[src/rtl/i2s_transmitter_if.sv]
// Sample handshake and I2S line bundle for i2s_transmitter.
// master: audio pipeline / bench side, slave: the transmitter.
interface i2s_transmitter_if #(
  parameter int DATA_WIDTH = 24
);
  logic [DATA_WIDTH-1:0] sample_left;
  logic [DATA_WIDTH-1:0] sample_right;
  logic                  sample_valid;
  logic                  sample_ready;
  logic                  i2s_sck;
  logic                  i2s_ws;
  logic                  i2s_sd;
  logic                  underrun;
  logic                  frame_start;

  modport master (
    output sample_left,
    output sample_right,
    output sample_valid,
    input  sample_ready,
    input  i2s_sck,
    input  i2s_ws,
    input  i2s_sd,
    input  underrun,
    input  frame_start
  );

  modport slave (
    input  sample_left,
    input  sample_right,
    input  sample_valid,
    output sample_ready,
    output i2s_sck,
    output i2s_ws,
    output i2s_sd,
    output underrun,
    output frame_start
  );
endinterface

[src/rtl/i2s_transmitter.sv]
// I2S controller-transmitter: generates SCK/WS from clk_in and shifts a
// stereo pair out on SD, Philips framing, 64 SCK per frame, 32-bit slots.
// A one-entry holding buffer decouples the pipeline from the frame timing.
// Optional build macro I2S_TX_HOLD_LAST_EN: an underrun frame repeats the
// last pair loaded from the buffer instead of sending silence.
module i2s_transmitter #(
  parameter int SCK_DIV    = 16,
  parameter int DATA_WIDTH = 24
) (
  input logic               clk_in,
  input logic               rst_in,
  i2s_transmitter_if.slave  bus
);

  localparam int DIV_W = (SCK_DIV > 1) ? $clog2(SCK_DIV) : 1;
  localparam logic [DIV_W-1:0] DIV_LAST = DIV_W'(SCK_DIV - 1);
  localparam int PAD = 32 - DATA_WIDTH;

  logic [DIV_W-1:0]      r_div_cnt;
  logic                  r_sck;
  logic                  r_ws;
  logic                  r_sd;
  logic [5:0]            r_k;
  logic [63:0]           r_shift;
  logic [DATA_WIDTH-1:0] r_buf_left;
  logic [DATA_WIDTH-1:0] r_buf_right;
  logic                  r_buf_full;
  logic                  r_underrun;
  logic                  r_frame_start;

  logic                  w_div_last;
  logic                  w_fe;
  logic [5:0]            w_k_next;
  logic                  w_load;
  logic                  w_write;
  logic [63:0]           w_load_word;

`ifdef I2S_TX_HOLD_LAST_EN
  logic [63:0]           r_last_word;
`endif

  // Left-justify a sample in its 32-bit slot, zero padding below the LSB.
  function automatic logic [31:0] to_slot(input logic [DATA_WIDTH-1:0] s);
    return 32'(s) << PAD;
  endfunction

  assign w_div_last = (r_div_cnt == DIV_LAST);
  // Falling SCK edge: every serial register updates together with sck going low.
  assign w_fe       = r_sck && w_div_last;
  assign w_k_next   = r_k + 6'd1;
  assign w_load     = w_fe && (w_k_next == 6'd0);
  // Buffer state is the registered value, so a write on a load clock is held
  // for the following frame rather than forwarded into this one.
  assign w_write    = bus.sample_valid && !r_buf_full;

  // Select the word loaded into the shifter at the start of a frame.
  always_comb begin
    w_load_word = 64'd0;
    if (r_buf_full) begin
      w_load_word = {to_slot(r_buf_left), to_slot(r_buf_right)};
    end
`ifdef I2S_TX_HOLD_LAST_EN
    else begin
      w_load_word = r_last_word;
    end
`endif
  end

  // SCK divider: toggle every SCK_DIV clocks, first rise SCK_DIV clocks after reset.
  always_ff @(posedge clk_in or posedge rst_in) begin
    if (rst_in) begin
      r_div_cnt <= '0;
      r_sck     <= 1'b0;
    end else if (w_div_last) begin
      r_div_cnt <= '0;
      r_sck     <= ~r_sck;
    end else begin
      r_div_cnt <= r_div_cnt + DIV_W'(1);
    end
  end

  // Frame position, word select and shifter, all advanced on the falling edge.
  always_ff @(posedge clk_in or posedge rst_in) begin
    if (rst_in) begin
      r_k     <= 6'd63;
      r_ws    <= 1'b0;
      r_shift <= 64'd0;
      r_sd    <= 1'b0;
    end else if (w_fe) begin
      r_k  <= w_k_next;
      // WS leads the slot by one bit: high from k=31 through k=62.
      r_ws <= (w_k_next >= 6'd31) && (w_k_next <= 6'd62);
      if (w_load) begin
        r_shift <= w_load_word;
        r_sd    <= w_load_word[63];
      end else begin
        r_shift <= {r_shift[62:0], 1'b0};
        r_sd    <= r_shift[62];
      end
    end
  end

  // Holding buffer: captured on handshake, emptied by a frame load.
  always_ff @(posedge clk_in or posedge rst_in) begin
    if (rst_in) begin
      r_buf_full  <= 1'b0;
      r_buf_left  <= '0;
      r_buf_right <= '0;
    end else if (w_load && r_buf_full) begin
      r_buf_full <= 1'b0;
    end else if (w_write) begin
      r_buf_full  <= 1'b1;
      r_buf_left  <= bus.sample_left;
      r_buf_right <= bus.sample_right;
    end
  end

  // One-clock status pulses marking each frame load.
  always_ff @(posedge clk_in or posedge rst_in) begin
    if (rst_in) begin
      r_frame_start <= 1'b0;
      r_underrun    <= 1'b0;
    end else begin
      r_frame_start <= w_load;
      r_underrun    <= w_load && !r_buf_full;
    end
  end

`ifdef I2S_TX_HOLD_LAST_EN
  // Remember the most recent pair taken from the buffer for underrun repeats.
  always_ff @(posedge clk_in or posedge rst_in) begin
    if (rst_in) begin
      r_last_word <= 64'd0;
    end else if (w_load && r_buf_full) begin
      r_last_word <= w_load_word;
    end
  end
`endif

  assign bus.sample_ready = !r_buf_full;
  assign bus.i2s_sck      = r_sck;
  assign bus.i2s_ws       = r_ws;
  assign bus.i2s_sd       = r_sd;
  assign bus.underrun     = r_underrun;
  assign bus.frame_start  = r_frame_start;

endmodule

[src/flat_wrapper.sv]
// flat-port wrapper written by rule: the top's interface ports become plain ports
module i2s_transmitter_flat 
#(
  parameter int SCK_DIV    = 16,
  parameter int DATA_WIDTH = 24
)
  (clk_in, rst_in, bus_sample_left, bus_sample_right, bus_sample_valid, bus_sample_ready, bus_i2s_sck, bus_i2s_ws, bus_i2s_sd, bus_underrun, bus_frame_start);
  i2s_transmitter_if #(.DATA_WIDTH(DATA_WIDTH)) bus_i ();
  input logic clk_in;
  input logic rst_in;
  input wire logic [$bits(bus_i.sample_left)-1:0] bus_sample_left;
  input wire logic [$bits(bus_i.sample_right)-1:0] bus_sample_right;
  input wire logic [$bits(bus_i.sample_valid)-1:0] bus_sample_valid;
  output wire logic [$bits(bus_i.sample_ready)-1:0] bus_sample_ready;
  output wire logic [$bits(bus_i.i2s_sck)-1:0] bus_i2s_sck;
  output wire logic [$bits(bus_i.i2s_ws)-1:0] bus_i2s_ws;
  output wire logic [$bits(bus_i.i2s_sd)-1:0] bus_i2s_sd;
  output wire logic [$bits(bus_i.underrun)-1:0] bus_underrun;
  output wire logic [$bits(bus_i.frame_start)-1:0] bus_frame_start;
  assign bus_i.sample_left = bus_sample_left;
  assign bus_i.sample_right = bus_sample_right;
  assign bus_i.sample_valid = bus_sample_valid;
  assign bus_sample_ready = bus_i.sample_ready;
  assign bus_i2s_sck = bus_i.i2s_sck;
  assign bus_i2s_ws = bus_i.i2s_ws;
  assign bus_i2s_sd = bus_i.i2s_sd;
  assign bus_underrun = bus_i.underrun;
  assign bus_frame_start = bus_i.frame_start;
  i2s_transmitter #(.SCK_DIV(SCK_DIV), .DATA_WIDTH(DATA_WIDTH)) u_core (.clk_in(clk_in), .rst_in(rst_in), .bus(bus_i));
endmodule
[config.mk]
export PLATFORM = sky130hd
export DESIGN_NAME = i2s_transmitter_flat
export DESIGN_NICKNAME = d
export VERILOG_FILES = /design/src/rtl/i2s_transmitter_if.sv /design/src/rtl/i2s_transmitter.sv /design/src/flat_wrapper.sv
export SDC_FILE = /design/constraint.sdc
export NUM_CORES = 1
export LEC_CHECK = 0
export ABC_AREA = 1
export CORE_MARGIN = 1.5
export CORE_UTILIZATION = 50
export DETAILED_ROUTE_END_ITERATION = 8
export PLACE_DENSITY = 0.71
export SKIP_LAST_GASP = 1
export SYNTH_ARGS = -nofsm -noshare
export SYNTH_HDL_FRONTEND = slang
export SYNTH_SLANG_ARGS = --single-unit
[constraint.sdc]
create_clock -name clk_in -period 4.5 [get_ports clk_in]
set_input_delay 0.9 -clock clk_in [delete_from_list [all_inputs] [get_ports clk_in]]
set_output_delay 0.9 -clock clk_in [all_outputs]
set_load 0.02 [all_outputs]
==> results.sh, run 1 <==
export IMPL_status="finished, final reports clean"
export IMPL_fillers=906
export IMPL_syn_avg_cell_area_um2=8.34
export IMPL_drtIter0Drc=223
export IMPL_port_buffers=56
export IMPL_final_layout_size_suffix_gt1_share_pct=12.3
export IMPL_cts_buffers=17
export IMPL_postCtsSetupRepairBufs=0
export IMPL_routabilityCongestion=0.731
export IMPL_vias=4450
export IMPL_clk_pin_slew_ns=0.05
export IMPL_multi_input_comb_area_um2=2290
export IMPL_period_share_pct=64.0
export IMPL_crit_fanout=107
export IMPL_dpl_hpwl_mm=6.47
export IMPL_p_total_mw=2.46
export IMPL_hold_path_class="reg -> reg"
export IMPL_maxCapViolations=0
export IMPL_grt_use_total_pct=21.1
export IMPL_synth_seq_cells=119
export IMPL_required_ns=4.81
export IMPL_crit_path_start_kind="register"
export IMPL_cts_root_buffer="clkbuf_16"
export IMPL_postSynth_asyncResetShare_pct=100
export IMPL_utilization_pct=62.3
export IMPL_first_pass_iters=5
export IMPL_die_area_um2=12000
export IMPL_grt_max_degree=108
export IMPL_fin_skew_ns=0.00830
export IMPL_synth_cell_type_count=23
export IMPL_ys_seq_area_share_pct=52.4
export IMPL_netlist_top_cells_area="dfrtp_1, nand2_1, mux2_2"
export IMPL_wl_per_cell_um=12.8
export IMPL_wl_mm=11.1
export IMPL_rows=38
export IMPL_yosysMostFrequentCell="nand2_1"
export IMPL_antenna_cells=0
export IMPL_synth_edf_count=0
export IMPL_ant_nets=0
export IMPL_die_h_um=110
export IMPL_leakage_nw=4.00
export IMPL_final_nets=777
export IMPL_avgViaCountPerCell=5.09
export IMPL_grt_overflow=0
export IMPL_ir_drop_mv=0.204
export IMPL_tightest_slew_ns=1.11
export IMPL_cp_data_arrival_time_ns=3.19
export IMPL_critPathCaptureType="register"
export IMPL_synth_common_cells="nand2_1, dfrtp_1, nand3_1, inv_1, mux2_2"
export IMPL_synth_net_count=739
export IMPL_timing_fmax_mhz=347
export IMPL_grt_pass1_wl_mm=19.8
export IMPL_seqCellArea_um2=2990
export IMPL_finalHoldViolCount=0
export IMPL_cts_tree="done"
export IMPL_ctsHoldBuffers=0
export IMPL_syn_to_final_growth_pct=20.1
export IMPL_syn_area_um2=5700
export IMPL_design_core_area_um2=11000
export IMPL_slew_violations=0
export IMPL_grt_pass1_vias=4538
export IMPL_cts_sinks=119
export IMPL_synth_area_leader_cell="dfrtp_1"
export IMPL_antenna_found_initial=0
export IMPL_grt_setup_unrepaired="no"
export IMPL_finalSetupViolations=0
export IMPL_synth_warnings=0
export IMPL_period_needed_ns=2.88
export IMPL_ioPinCount=57
export IMPL_clockBufferDepth=2
export IMPL_die_w_um=110
export IMPL_htree_levels=4
export IMPL_stdcell_count=874
export IMPL_ctsResizeCount=0
export IMPL_remaining_drc_errors=0
export IMPL_synth_top_cell_area_share_pct=49.6
export IMPL_power_density_nw_per_um2=359
export IMPL_setup_tns_ns=0
export IMPL_slew_headroom_pct=25.7
export IMPL_dpl_cell_count=842
export IMPL_clock_latency_ns=0.41
export IMPL_initial_core_util_pct=51.9
export IMPL_crit_type="reg -> reg"
export IMPL_synth_cells=683
export IMPL_synth_ff_type="dfrtp_1"
[worst max-delay path, cell delays in order, from the launching register on]
cell	delay, ns
dfrtp_1	0.36
ha_1	0.22
nand3_2	0.14
nor2_4	0.11
buf_4	0.77
inv_2	0.72
o21ai_0	0.38
[flip-flops by register name, indices dropped and copies added (netlist names)]
signal / count
u_core.r_k: 6
u_core.r_div_cnt: 4
u_core.bus.i2s_sck: 1
u_core.bus.i2s_ws: 1
u_core.r_buf_full: 1
u_core.r_buf_left: 24
u_core.bus.underrun: 1
u_core.r_shift: 55
u_core.bus.i2s_sd: 1
u_core.r_buf_right: 24
u_core.bus.frame_start: 1
[cells in the final DEF, fill, tap and decap left out]
cell	Yosys	layout
nand3_1	66	66
xnor2_1	1	1
dfstp_2	6	6
nor2_1	5	4
o21ai_0	7	7
inv_1	60	58
bufinv_16	0	2
dfrtp_1	113	113
buf_4	4	4
clkbuf_1	19	8
clkbuf_16	0	17
nor2_4	1	2
ha_1	5	5
mux2_2	48	48
clkbuf_8	0	4
clkinv_2	0	1
nand2_1	320	318
nor3_1	1	1
o21bai_1	1	1
inv_4	0	1
inv_2	1	2
nand2_2	0	2
clkdlybuf4s50_1	0	56
nand4_1	2	2
o21ai_1	1	1
nand3_2	1	1
xor2_1	3	3
[per-stage QoR]
| step | setup WS (ns) | area (um^2) | hold WS (ns) |
|---|---|---|---|
| after floorplan | 0.452 | 5700 | 0.449 |
| after global placement | 1.75 | 6270 | 0.462 |
| after detailed placement | 1.67 | 6270 | 0.465 |
| after CTS | 1.64 | 6850 | 0.481 |
| after global routing | 1.35 | 6850 | 0.496 |
| final | 1.62 | 6850 | 0.477 |
[per-layer routing]
metal / GRT usage, % / share of wire, %
met5: 0 / 0
met4: 8.26 / 1.6
met3: 4.21 / 3.2
met2: 36.6 / 51
met1: 25.7 / 45
[cell type report]
cell class,count,area share (%)
inverter,61,3.38
sequential,119,43.6
tap,140,2.56
timing repair buffer,60,8.63
clock inverter,3,0.950
clock buffer,29,7.46
multi-input combinational,462,33.4
[report_power, final]
group	leakage (nW)	switching (mW)	internal, mW	total (mW)
Sequential	1.63	0	1.07	1.07
Clock	0.280	0.444	0.873	1.32
Combinational	2.09	0.0271	0.0392	0.0662
Total	4.00	0.471	1.98	2.46
[cell families (layout without fill, tap and decap cells)]
family / Yosys count / in the layout / share of synthesized area (%)
compound gates: 9 / 9 / 0.834
xor+xnor: 4 / 4 / 0.615
fa+ha+maj: 5 / 5 / 1.10
buf+inv: 102 / 153 / 7.69
flops: 119 / 119 / 52.4
mux: 48 / 48 / 9.49
simple gates: 396 / 396 / 27.9
[worst paths after layout]
kind / cells past startpoint / slack, ns / start / endpoint
worst max-delay path: 6 / 1.62 / u_core.r_div_cnt[0] / u_core.r_k[1]
worst min-delay path: 2 / 0.48 / u_core.r_shift[25] / u_core.r_shift[25]
worst max register to register: 6 / 1.62 / u_core.r_div_cnt[0] / u_core.r_k[1]
worst min register to register: 2 / 0.48 / u_core.r_shift[25] / u_core.r_shift[25]
max in group asynchronous: 3 / 2.57 / rst_in / u_core.r_k[5]
min in group asynchronous: 2 / 0.97 / rst_in / u_core.r_buf_left[9]
No activity file was read; power rests on OpenSTA's default activity.
==> run 2, diff against run 1 <==
- PLACE_DENSITY: 0.71 -> 0.74
- clock period: 4.5 -> 2.45 ns (I/O delays scaled with it)
==> run 2 against run 1 <==
Effect of this change:
- total power increased by 74%
- worst setup slack got worse by 1.4 ns
- sequential power is 84% higher
- register-to-register slack worse by 1.4 ns
- flip-flop and latch count unchanged
- critical path type unchanged
==> results.sh, run 2 (same netlist as run 1, synthesis figures left out) <==
export IMPL_final_nets=783
export IMPL_slew_headroom_pct=61.1
export IMPL_drtIter0Drc=224
export IMPL_path_buf_inv=1
export IMPL_grt_max_degree=108
export IMPL_vias=4469
export IMPL_cts_tree="done"
export IMPL_ir_drop_mv=0.405
export IMPL_routabilityCongestion=0.908
export IMPL_dpl_cell_count=848
export IMPL_remaining_drc_errors=0
export IMPL_period_share_pct=90.5
export IMPL_status="finished, final reports clean"
export IMPL_avgViaCountPerCell=5.08
export IMPL_cts_root_buffer="clkbuf_16"
export IMPL_timing_fmax_mhz=451
export IMPL_layout_common_cells="nand2_1, dfrtp_1, nand3_1, inv_1, clkdlybuf4s50_1"
export IMPL_wl_mm=11.3
export IMPL_htree_levels=4
export IMPL_hold_path_class="in -> async"
export IMPL_crit_path_start_kind="register"
export IMPL_slowest_stage="dfstp_2"
export IMPL_port_buffers=56
export IMPL_initial_core_util_pct=51.9
export IMPL_rows=38
export IMPL_dpl_hpwl_mm=6.90
export IMPL_design_core_area_um2=11000
export IMPL_largest_register_ffs=55
export IMPL_stdcell_count=880
export IMPL_crit_fanout=57
export IMPL_die_area_um2=12000
export IMPL_period_needed_ns=2.22
export IMPL_grt_overflow=0
export IMPL_fin_skew_ns=0.0123
export IMPL_critPathCaptureType="register"
export IMPL_dp_slack_ns=0.299
export IMPL_die_h_um=110
export IMPL_grt_pass1_wl_mm=19.7
export IMPL_fillers=926
export IMPL_wl_per_cell_um=12.8
export IMPL_ctsHoldBuffers=0
export IMPL_ant_nets=0
export IMPL_regMostFlops="u_core.r_shift"
export IMPL_cp_top_family="simple AND/OR/NAND/NOR gates"
export IMPL_crit_type="reg -> reg"
export IMPL_leakage_nw=4.02
export IMPL_finalSetupViolations=0
export IMPL_grt_setup_unrepaired="no"
export IMPL_power_density_nw_per_um2=620
export IMPL_required_ns=2.80
export IMPL_ctsResizeCount=0
export IMPL_postCtsSetupRepairBufs=0
export IMPL_tightest_slew_ns=0.583
export IMPL_die_w_um=110
export IMPL_cts_sinks=119
export IMPL_hold_ws_ns=0.332
export IMPL_antenna_cells=0
export IMPL_antenna_found_initial=0
export IMPL_syn_to_final_growth_pct=20.8
export IMPL_grt_use_total_pct=21.3
export IMPL_clockBufferDepth=2
export IMPL_cts_buffers=17
export IMPL_finalHoldViolCount=0
export IMPL_max_stage_delay_ns=0.60
export IMPL_biggestRegsByFlops="u_core.r_shift: 55 flops, u_core.r_buf_left: 24 flops, u_core.r_buf_right: 24 flops"
export IMPL_critical_path_cell_chain="ha_1, nand3_1, nand2_1, nand2_1, nand2_1, nor2_1, nand2_2, buf_4, nand2_1, nand2_1, nand2_1, nand2_1"
export IMPL_slew_violations=0
export IMPL_cp_data_arrival_time_ns=2.57
export IMPL_clock_latency_ns=0.42
export IMPL_ioPinCount=57
export IMPL_clk_pin_slew_ns=0.05
export IMPL_final_layout_size_suffix_gt1_share_pct=13.1
export IMPL_setup_tns_ns=0
export IMPL_p_total_mw=4.27
export IMPL_first_pass_iters=4
export IMPL_maxCapViolations=0
export IMPL_finalWorstSetupSlack_ns=0.232
export IMPL_grt_pass1_vias=4454
export IMPL_mostFrequentLayoutCell="nand2_1"
export IMPL_timing_critical_path_mode_cell="nand2_1"
## run 2: cell types whose count changed in the layout (fill, tap and decap cells not counted), sizes merged
cell      change
buf           +6
clkinv        +4
bufinv        -2
clkbuf        -2
clkinvlp      +1
inv           -1
## run 2: metrics by stage
| step | cell area, um^2 | util [%] |
|---|---|---|
| finish | 6880 | 62.7 |
| global placement | 6370 | 58.0 |
| global route | 6880 | 62.7 |
| CTS | 6880 | 62.7 |
| detailed placement | 6370 | 58.0 |
| floorplan | 5700 | - |
## run 2: final cells by class
cell class | count | area [um^2] | share of cell area (%)
clock buffers | 27 | 493 | 7.16
clock inverters | 5 | 25.0 | 0.364
inverters | 61 | 233 | 3.38
multi-input cells | 462 | 2290 | 33.2
flip-flops and latches | 119 | 2990 | 43.4
well taps | 140 | 175 | 2.54
repair buffers | 66 | 686 | 9.96
## run 2: layer usage
metal	wire length, um	share of wire [%]	global-route usage, %
met5	0	0	0
met4	176	1.6	10.1
met3	345	3.1	5.51
met2	5630	50	34.3
met1	5140	45	26.7
## run 2: path summary, 6_finish.rpt
| check | startpoint | to | slack, ns | depth (start not counted) |
|---|---|---|---|---|
| max in group asynchronous | rst_in | u_core.r_k[2] | 1.54 | 3 |
| worst min register to register | u_core.r_shift[26] | u_core.r_shift[26] | 0.48 | 2 |
| worst max-delay path | u_core.r_k[1] | u_core.r_shift[57] | 0.23 | 12 |
| worst max register to register | u_core.r_k[1] | u_core.r_shift[57] | 0.23 | 12 |
| worst min-delay path | rst_in | u_core.r_buf_left[21] | 0.33 | 2 |
| min in group clk_in | u_core.r_shift[26] | u_core.r_shift[26] | 0.48 | 2 |
## run 2: power by group
group | internal [mW] | total (mW) | switching [mW]
registers | 1.97 | 1.97 | 0
clock network | 1.36 | 2.17 | 0.812
logic | 0.0765 | 0.126 | 0.0494
total | 3.41 | 4.27 | 0.861
